$ cat config.mk
export PLATFORM = sky130hd
export DESIGN_NAME = gpr_mp_flat
export DESIGN_NICKNAME = d
export VERILOG_FILES = /design/src/rtl/gpr_mp_if.sv /design/src/rtl/gpr_mp.sv /design/src/flat_wrapper.sv
export SDC_FILE = /design/constraint.sdc
export NUM_CORES = 2
export LEC_CHECK = 0
export BUFFER_PORTS_ARGS = -buffer_cell sky130_fd_sc_hd__buf_4
export CAP_MARGIN = 20
export CORE_UTILIZATION = 35
export DETAILED_ROUTE_END_ITERATION = 6
export GPL_TIMING_DRIVEN = 0
export SYNTH_ARGS = -nofsm -noshare
export SYNTH_HDL_FRONTEND = slang
export SYNTH_SLANG_ARGS = --single-unit
$ cat constraint.sdc
create_clock -name clk -period 6.8 [get_ports clk]
set_input_delay 1.02 -clock clk [delete_from_list [all_inputs] [get_ports clk]]
set_output_delay 1.02 -clock clk [all_outputs]
set_load 0.005 [all_outputs]
$ cat src/rtl/gpr_mp_if.sv
// Port bundle for gpr_mp: clear request, two write ports, read ports and the busy-allocate port.
// The master drives requests; the slave returns ready, read data and busy flags.
interface gpr_mp_if #(
   parameter int DW     = 32,
   parameter int AW     = 5,
   parameter int NUM_RD = 4
);
   logic                 clr_req;
   logic                 ready;
   logic                 we0;
   logic [AW-1:0]        waddr0;
   logic [DW-1:0]        wdata0;
   logic                 we1;
   logic [AW-1:0]        waddr1;
   logic [DW-1:0]        wdata1;
   logic [NUM_RD-1:0]    re;
   logic [NUM_RD*AW-1:0] raddr;
   logic [NUM_RD*DW-1:0] rdata;
   logic [NUM_RD-1:0]    rbusy;
   logic                 alloc_en;
   logic [AW-1:0]        alloc_addr;

   modport master (
      output clr_req, we0, waddr0, wdata0, we1, waddr1, wdata1,
             re, raddr, alloc_en, alloc_addr,
      input  ready, rdata, rbusy
   );

   modport slave (
      input  clr_req, we0, waddr0, wdata0, we1, waddr1, wdata1,
             re, raddr, alloc_en, alloc_addr,
      output ready, rdata, rbusy
   );
endinterface

$ cat src/rtl/gpr_mp.sv
// Dual-write, NUM_RD-read register file with same-cycle write bypass and per-register busy scoreboard.
// Reads are combinational, writes land at the edge; ready stays low for NUM_REGS-1 cycles while the clear sweep runs.
module gpr_mp #(
   parameter int DW       = 32,
   parameter int NUM_REGS = 32,
   parameter int AW       = 5,
   parameter int NUM_RD   = 4
) (
   input  logic    clk,
   input  logic    rst,
   gpr_mp_if.slave rf
);
   typedef enum logic {CLEAR = 1'b0, READY = 1'b1} state_e;

   localparam logic [AW-1:0] FIRST_IDX = AW'(1);
   localparam logic [AW-1:0] LAST_IDX  = AW'(NUM_REGS - 1);

   state_e                    state_q, state_d;
   logic [AW-1:0]             cnt_q, cnt_d;
   logic [NUM_REGS-1:0]       busy_q, busy_d;
   logic [DW-1:0]             regs_q [NUM_REGS];

   logic                      ready_s;
   logic                      clr_go;
   logic                      wr0_ok, wr1_ok, alloc_ok;
   logic [NUM_RD-1:0][AW-1:0] raddr_w;
   logic [NUM_RD-1:0][DW-1:0] rdata_s;
   logic [NUM_RD-1:0]         rbusy_s;

   // Register 0 and out-of-range addresses never hold state.
   function automatic logic addr_ok(input logic [AW-1:0] a);
      return ({1'b0, a} < (AW+1)'(NUM_REGS)) && (a != '0);
   endfunction

   always_ff @(posedge clk) begin
      if (rst) begin
         state_q <= CLEAR;
      end else begin
         state_q <= state_d;
      end
   end

   always_comb begin
      state_d = state_q;
      case (state_q)
         CLEAR: if (cnt_q == LAST_IDX) state_d = READY;
         READY: if (rf.clr_req)        state_d = CLEAR;
      endcase
   end

   always_comb begin
      ready_s = (state_q == READY) && !rst;
   end

   assign clr_go   = ready_s && rf.clr_req;
   assign wr0_ok   = ready_s && rf.we0      && addr_ok(rf.waddr0);
   assign wr1_ok   = ready_s && rf.we1      && addr_ok(rf.waddr1);
   assign alloc_ok = ready_s && rf.alloc_en && addr_ok(rf.alloc_addr);

   always_comb begin
      cnt_d = cnt_q;
      if (state_q == CLEAR) begin
         cnt_d = cnt_q + 1'b1;
      end else if (clr_go) begin
         cnt_d = FIRST_IDX;
      end
   end

   // Allocation is applied after the write release so a new producer wins.
   always_comb begin
      busy_d = busy_q;
      if (clr_go) begin
         busy_d = '0;
      end else begin
         if (wr0_ok)   busy_d[rf.waddr0]     = 1'b0;
         if (wr1_ok)   busy_d[rf.waddr1]     = 1'b0;
         if (alloc_ok) busy_d[rf.alloc_addr] = 1'b1;
      end
      busy_d[0] = 1'b0;
   end

   always_ff @(posedge clk) begin
      if (rst) begin
         cnt_q  <= FIRST_IDX;
         busy_q <= '0;
      end else begin
         cnt_q  <= cnt_d;
         busy_q <= busy_d;
      end
   end

   // Port 1 is written last so it wins a same-address conflict.
   always_ff @(posedge clk) begin
      regs_q[0] <= '0;
      if (!rst && state_q == CLEAR) regs_q[cnt_q] <= '0;
      if (wr0_ok) regs_q[rf.waddr0] <= rf.wdata0;
      if (wr1_ok) regs_q[rf.waddr1] <= rf.wdata1;
   end

   assign raddr_w = rf.raddr;

   always_comb begin
      rdata_s = '0;
      rbusy_s = '0;
      for (int i = 0; i < NUM_RD; i++) begin
         if (ready_s && rf.re[i] && addr_ok(raddr_w[i])) begin
            if (rf.we1 && rf.waddr1 == raddr_w[i]) begin
               rdata_s[i] = rf.wdata1;
            end else if (rf.we0 && rf.waddr0 == raddr_w[i]) begin
               rdata_s[i] = rf.wdata0;
            end else begin
               rdata_s[i] = regs_q[raddr_w[i]];
            end
            rbusy_s[i] = busy_q[raddr_w[i]];
         end
      end
   end

   assign rf.ready = ready_s;
   assign rf.rdata = rdata_s;
   assign rf.rbusy = rbusy_s;

   a_busy0_low: assert property (@(posedge clk) disable iff (rst) !busy_q[0]);
   a_cnt_nonzero_in_clear: assert property (@(posedge clk) disable iff (rst)
      (state_q == CLEAR) |-> (cnt_q != '0));
endmodule

$ cat src/flat_wrapper.sv
// flat-port wrapper written by rule: the top's interface ports become plain ports
module gpr_mp_flat 
#(
   parameter int DW       = 32,
   parameter int NUM_REGS = 32,
   parameter int AW       = 5,
   parameter int NUM_RD   = 4
)
  (clk, rst, rf_clr_req, rf_we0, rf_waddr0, rf_wdata0, rf_we1, rf_waddr1, rf_wdata1, rf_re, rf_raddr, rf_alloc_en, rf_alloc_addr, rf_ready, rf_rdata, rf_rbusy);
  gpr_mp_if #(.DW(DW), .AW(AW), .NUM_RD(NUM_RD)) rf_i ();
  input  logic clk;
  input  logic rst;
  input wire logic [$bits(rf_i.clr_req)-1:0] rf_clr_req;
  input wire logic [$bits(rf_i.we0)-1:0] rf_we0;
  input wire logic [$bits(rf_i.waddr0)-1:0] rf_waddr0;
  input wire logic [$bits(rf_i.wdata0)-1:0] rf_wdata0;
  input wire logic [$bits(rf_i.we1)-1:0] rf_we1;
  input wire logic [$bits(rf_i.waddr1)-1:0] rf_waddr1;
  input wire logic [$bits(rf_i.wdata1)-1:0] rf_wdata1;
  input wire logic [$bits(rf_i.re)-1:0] rf_re;
  input wire logic [$bits(rf_i.raddr)-1:0] rf_raddr;
  input wire logic [$bits(rf_i.alloc_en)-1:0] rf_alloc_en;
  input wire logic [$bits(rf_i.alloc_addr)-1:0] rf_alloc_addr;
  output wire logic [$bits(rf_i.ready)-1:0] rf_ready;
  output wire logic [$bits(rf_i.rdata)-1:0] rf_rdata;
  output wire logic [$bits(rf_i.rbusy)-1:0] rf_rbusy;
  assign rf_i.clr_req = rf_clr_req;
  assign rf_i.we0 = rf_we0;
  assign rf_i.waddr0 = rf_waddr0;
  assign rf_i.wdata0 = rf_wdata0;
  assign rf_i.we1 = rf_we1;
  assign rf_i.waddr1 = rf_waddr1;
  assign rf_i.wdata1 = rf_wdata1;
  assign rf_i.re = rf_re;
  assign rf_i.raddr = rf_raddr;
  assign rf_i.alloc_en = rf_alloc_en;
  assign rf_i.alloc_addr = rf_alloc_addr;
  assign rf_ready = rf_i.ready;
  assign rf_rdata = rf_i.rdata;
  assign rf_rbusy = rf_i.rbusy;
  gpr_mp #(.DW(DW), .NUM_REGS(NUM_REGS), .AW(AW), .NUM_RD(NUM_RD)) u_core (.clk(clk), .rst(rst), .rf(rf_i));
endmodule
Word-level counts from Yosys, hierarchy flattened
Memory sizes are Yosys's and may differ from the RTL's.
Index checks and enable logic that the tools add are counted.
{"block": "word_totals", "output_inout_bits": 133, "elab_cells": 119, "reg_bits": 38, "ram_bits": 1024, "memories": 1}
{"block": "classes", "n_addsub": 1, "bitwise_logic": 6, "mux": 49, "reduce_logical": 38, "eq_ne": 10, "order_cmp": 10}
{"memory": "u_core.regs_q", "words": 32, "word_bits": 32, "read_ports": 4, "rd_ports_with_merged_regs": 0, "write_ports": 3, "line": "gpr_mp.sv:21", "text": "logic [DW-1:0] regs_q [NUM_REGS];"}
{"op": "two-way mux 32 bit", "n": 18}
{"op": "AND 32 bit", "n": 2}
{"op": "NOT 32 bit", "n": 2}
{"op": "< comparator 5 x 6 -> 1 bit, second input constant", "n": 7}
{"op": "== test 5 bit", "n": 8}
{"op": "nonzero test 5 bit", "n": 7}
{"op": "OR 32 bit", "n": 1}
{"op": "OR reduction 32 bit", "n": 1}
{"op": "logical AND 1 bit", "n": 28}
{"op": "binary-select mux 1 bit (select 5 bit)", "n": 4}
{"op": "two-way mux 1 bit", "n": 20}
{"op": "demux 1 bit (select 5 bit)", "n": 3}
{"op": ">= comparator 5 x 1 -> 1 bit, second input constant", "n": 3}
{"op": "two-way mux 5 bit", "n": 3}
{"op": "adder 5 x 1 -> 5 bit, second input constant", "n": 1}
{"op": "== test 5 bit, second input constant", "n": 1}
{"op": "inequality test 2 bit, second input constant", "n": 1}
{"op": "case mux 1 bit (2 select lines)", "n": 1}
{"op": "OR reduction 2 bit", "n": 1}
{"op": "logical NOT 1 bit", "n": 1}
{"op": "NOT 1 bit", "n": 1}

Longest topological paths before layout
{"block": "depth", "ltp_word": 13, "depth_mapped": 11, "mapped_depth_nobuf": 6}

Least setup slack after synthesis
Ideal clock, no wire load.
{"block": "synth_timing", "kind": "input port to flip-flop", "from": "input rf_waddr0[0]", "to": "memory u_core.regs_q[17][0], enable pin", "required_time_ps": 6334, "stages": 9, "path_slack_ps": 1441, "n_path_buf": 4, "arrival_ps": 4893, "setup_time_ps": 466, "cell_sequence": "buf_2 -> or2_0 -> clkbuf_1 -> o311a_1 -> buf_2 -> buf_6 -> o32ai_1 -> nand2_1 -> o21ai_0"}
{"item": "start, declared", "line": "flat_wrapper.sv:15", "text": "input wire logic [$bits(rf_i.waddr0)-1:0] rf_waddr0;"}
{"item": "end, declared", "line": "gpr_mp.sv:21"}

Final worst setup path
{"block": "layout_timing", "from": "input rf_raddr[5]", "to": "output rf_rdata[32]"}
{"block": "layout_via", "elab_chain_cells": 5, "word_cells_on_any_way": 10}
{"item": "start, declared", "line": "flat_wrapper.sv:21", "text": "input wire logic [$bits(rf_i.raddr)-1:0] rf_raddr;"}
{"item": "parallel branches: the longest is 4 deep, another holds memory (32 x 32 bit)"}
{"item": "two-way mux 32 bit (*)", "line": "gpr_mp.sv:106", "text": "if (ready_s && rf.re[i] && addr_ok(raddr_w[i])) begin"}
{"item": "end, declared", "line": "flat_wrapper.sv:25", "text": "output wire logic [$bits(rf_i.rdata)-1:0] rf_rdata;"}
Every way passes the cells marked *.

==> results by group <==
Routing
  – Post-DR wirelength/cell: 50.2 um
  – Initial DRT Pass Iterations: 7
  – Final antenna-violating net count: 0
  – Via count: 79500
  – Drt total wl: 541 mm
  – Initial detailed-routing violation count: 16200
  – Via/cell ratio: 7.38
  – DRC: 22

Pwr
  – Int Pwr: 0.0124 W
  – Pwr per Cell Area: 193 nW/um^2
  – Comb power frac: 16.3%
  – Switching Power: 0.00549 W
  – Clock power frac: 43.6%
  – Max VDD drop: 0.215 mV
  – Sequential share of power: 40.0%
  – Static leakage: 29.3 nW
  – Switch share: 30.7%

Cells and area
  – Leading cell types in the layout, fill and taps excluded: nand2_1 (1276), o21ai_0 (1111), edfxtp_1 (992)
  – Layout Cells excl Fill: 10800
  – Final nets: 7716
  – Fraction of layout cells with a size suffix above 1: 24.3%
  – Synthesis-to-layout area growth: 15.9%
  – Commonest non-fill, non-tap cell in the layout: nand2_1
  – Final core occ: 40.8%

Timing
  – Hold WS: 0.546 ns
  – Clock Skews: 0.0409 ns
  – Final Cycle Share: 104%
  – Final Critical Period: 7.04 ns
  – Setup violators final: 14
  – Sum Neg Setup Slack: -1.65 ns
  – Worst Slack Setup Final: -0.241 ns
  – RSZ-0062 raised after global routing: false
  – Slew Viols, Final: 0
  – Fmax: 142 MHz
  – Slew @ Worst Pin: 1.46 ns
  – Slew margin rel.: 2.34%
  – Hold Vio Cnt, Final: 0

Global routing
  – Initial antenna violation count: 51
  – Pin count of the biggest net entering global routing: 24
  – First-pass GRT wire length: 694 mm
  – Overflow after GRT: 0
  – Vias in the first global route: 72600
  – Gr usage total: 45.8%

Worst setup path
  – Crit end category: output pin
  – Crit-path cells: buf_2 -> buf_2 -> buf_2 -> buf_2 -> mux2i_1 -> o21ai_0 -> o22ai_1 -> a211oi_1 -> a211o_1 -> buf_4
  – Crit path max fanout: 12
  – Critical Path Start Type: input port
  – Worst Path Arrival: 6.02 ns
  – Crit path depth: 10
  – R2R depth: 10
  – Worst Path Required: 5.78 ns
  – CP max stage cell: buf_2
  – WP buf/inv: 5
  – Most used cell, CP: buf_2
  – WS Path Type: in -> out
  – Critical Path Max Stage Delay: 0.90 ns
  – Crit path max-delay family: buffers and inverters

Floorplan
  – Die Height: 480 um
  – Die X: 480 um
  – Initial core utilization: 35.2%
  – Number of placement rows: 175
  – I/O Pins: 242
  – DIE AREA: 230000 um^2
  – Core Area: 227000 um^2

Min path
  – Hold Path Class: in -> reg
  – WHS Path Cells: 3

Logic synthesis
  – Post-synth top area share: 37.3%
  – Ys Warns: 0
  – Largest cells by area after synthesis: edfxtp_1 (37%), mux4_2 (25%), o21ai_0 (7.0%), nand2_1 (6.0%), mux2i_1 (5.9%)
  – EDFF count, synth: 992
  – Sequential fraction of the synthesis area: 39.0%
  – Avg Inst Size Synth: 11.2 um^2
  – Cells after Synth: 7124
  – Unique cell type count in the Yosys netlist: 68
  – Yosys top cell by area: edfxtp_1
  – Seq cells post-synth: 1061
  – Syn Std Cell Area: 79900 um^2
  – Async set-reset flop share out of synthesis: 0%
  – Ys flop type: edfxtp_1

Clock network
  – # resized after CTS: 0
  – H-tree Lvls: 4
  – CTS Root Cell: clkbuf_16
  – Clk slew on worst S/H paths: 0.06 ns
  – Bufs on Longest Clock Path: 3
  – Setup repair bufs after CTS: 0
  – Hold Buf Count CTS: 0
  – CTS tree: yes
  – CTS sink cnt: 1061
  – CTS buffer count: 139
  – Worst skew pair latency: 0.85 ns

Placed design
  – IO buf count: 187
  – DP Cell Count: 10500
  – Placer Congestion: 1.12
  – Dpl hpwl: 420 mm

Job
  – Max Cap Violations: 0

Run status
  – Violated checks: DRC, setup timing
  – Status: finished with violations
power groups by stage:
stage	Combinational (W)	Sequential (W)	Clock, W
detailed placement	0.00272	0.00729	0
global route	0.00283	0.00715	0.00791
finish	0.00292	0.00715	0.00780
floorplan	0.00140	0.00727	0
global placement	0.00263	0.00729	0
CTS	0.00272	0.00715	0.00769
worst register-to-register path: stages, from the launching register on:
cell      delay, ns
dfxtp_1        0.30
buf_2          0.22
nor2b_1        0.16
clkbuf_2       0.25
buf_4          0.27
nand4_1        0.63
buf_2          0.63
nor2_1         0.73
buf_2          0.61
clkbuf_1       0.71
o21ai_0        0.20
final timing paths:
kind / startpoint / to / slack (ns)
min: rf_alloc_en / u_core.busy_q[8]$_SDFF_PP0_ / 0.55
min reg2reg: u_core.cnt_q[4]$_SDFFE_PP0P_ / u_core.cnt_q[4]$_SDFFE_PP0P_ / 0.58
max: rf_raddr[5] / rf_rdata[32] / -0.24
max reg2reg: u_core.state_q$_SDFF_PP0_ / u_core.regs_q[23][27]$_DFFE_PP_ / 1.80
area by class of cell:
cell class	count	area, um^2
Inverter	4	15.0
Fill cell	21600	134000
Sequential cell	1061	31200
Clock inverter	94	923
Multi-Input combinational cell	5175	45500
Antenna cell	48	120
Buffer	915	3890
Timing Repair Buffer	309	3590
Clock buffer	158	3640
Tap cell	3009	3760
sequential cells by signal (all words and copies together), names as in the netlist:
| register | count |
|---|---|
| u_core.state_q | 1 |
| u_core.cnt_q | 5 |
| u_core.regs_q | 1024 |
| u_core.busy_q | 31 |
kinds of logic after synthesis:
group | Yosys count | synth area share [%]
fa+ha+maj | 2 | 0.0313
buf+inv | 919 | 4.84
other cells | 1 | 0.00469
flops | 1061 | 39.0
mux | 1456 | 32.2
xor+xnor | 40 | 0.438
simple gates | 1590 | 8.12
compound gates | 2055 | 15.4
per-stage QoR:
step,instance area [um^2],total power (W),setup WS (ns)
5_1_grt,92500,0.0179,0.0746
3_3_place_gp,85200,0.00993,-3.11
2_1_floorplan,80000,0.00867,1.44
6_report,92600,0.0179,-0.241
4_1_cts,92300,0.0176,0.200
3_5_place_dp,87700,0.0100,0.222
cell usage after synthesis, types with 10 or more instances:
library cell  instances
nor2_1              104
mux4_2              881
nor2b_1              80
nand2b_1             17
a222oi_1             26
a22oi_1             146
o221ai_1            130
nor3_1               16
edfxtp_1            992
buf_2               261
xnor2_1              21
o22ai_1             115
buf_1                79
xor2_1               19
dfxtp_1              69
nand3_1              26
mux2i_1             474
o211ai_1             41
mux2_2              101
a22o_1               31
a21oi_1             235
nand2_1            1276
a211oi_1             98
o21ai_0            1122
nor2_2               10
clkbuf_1            557
a211o_1              63
per-layer routing:
metal	track usage [%]	vias to the layer above	routed length, um
met5	0.0829	-	278
met4	45.0	34	67100
met3	16.0	2237	75700
met2	64.4	8563	219000
met1	53.8	39600	179000
li1	-	29100	-
No activity file was read; power rests on OpenSTA's default activity.
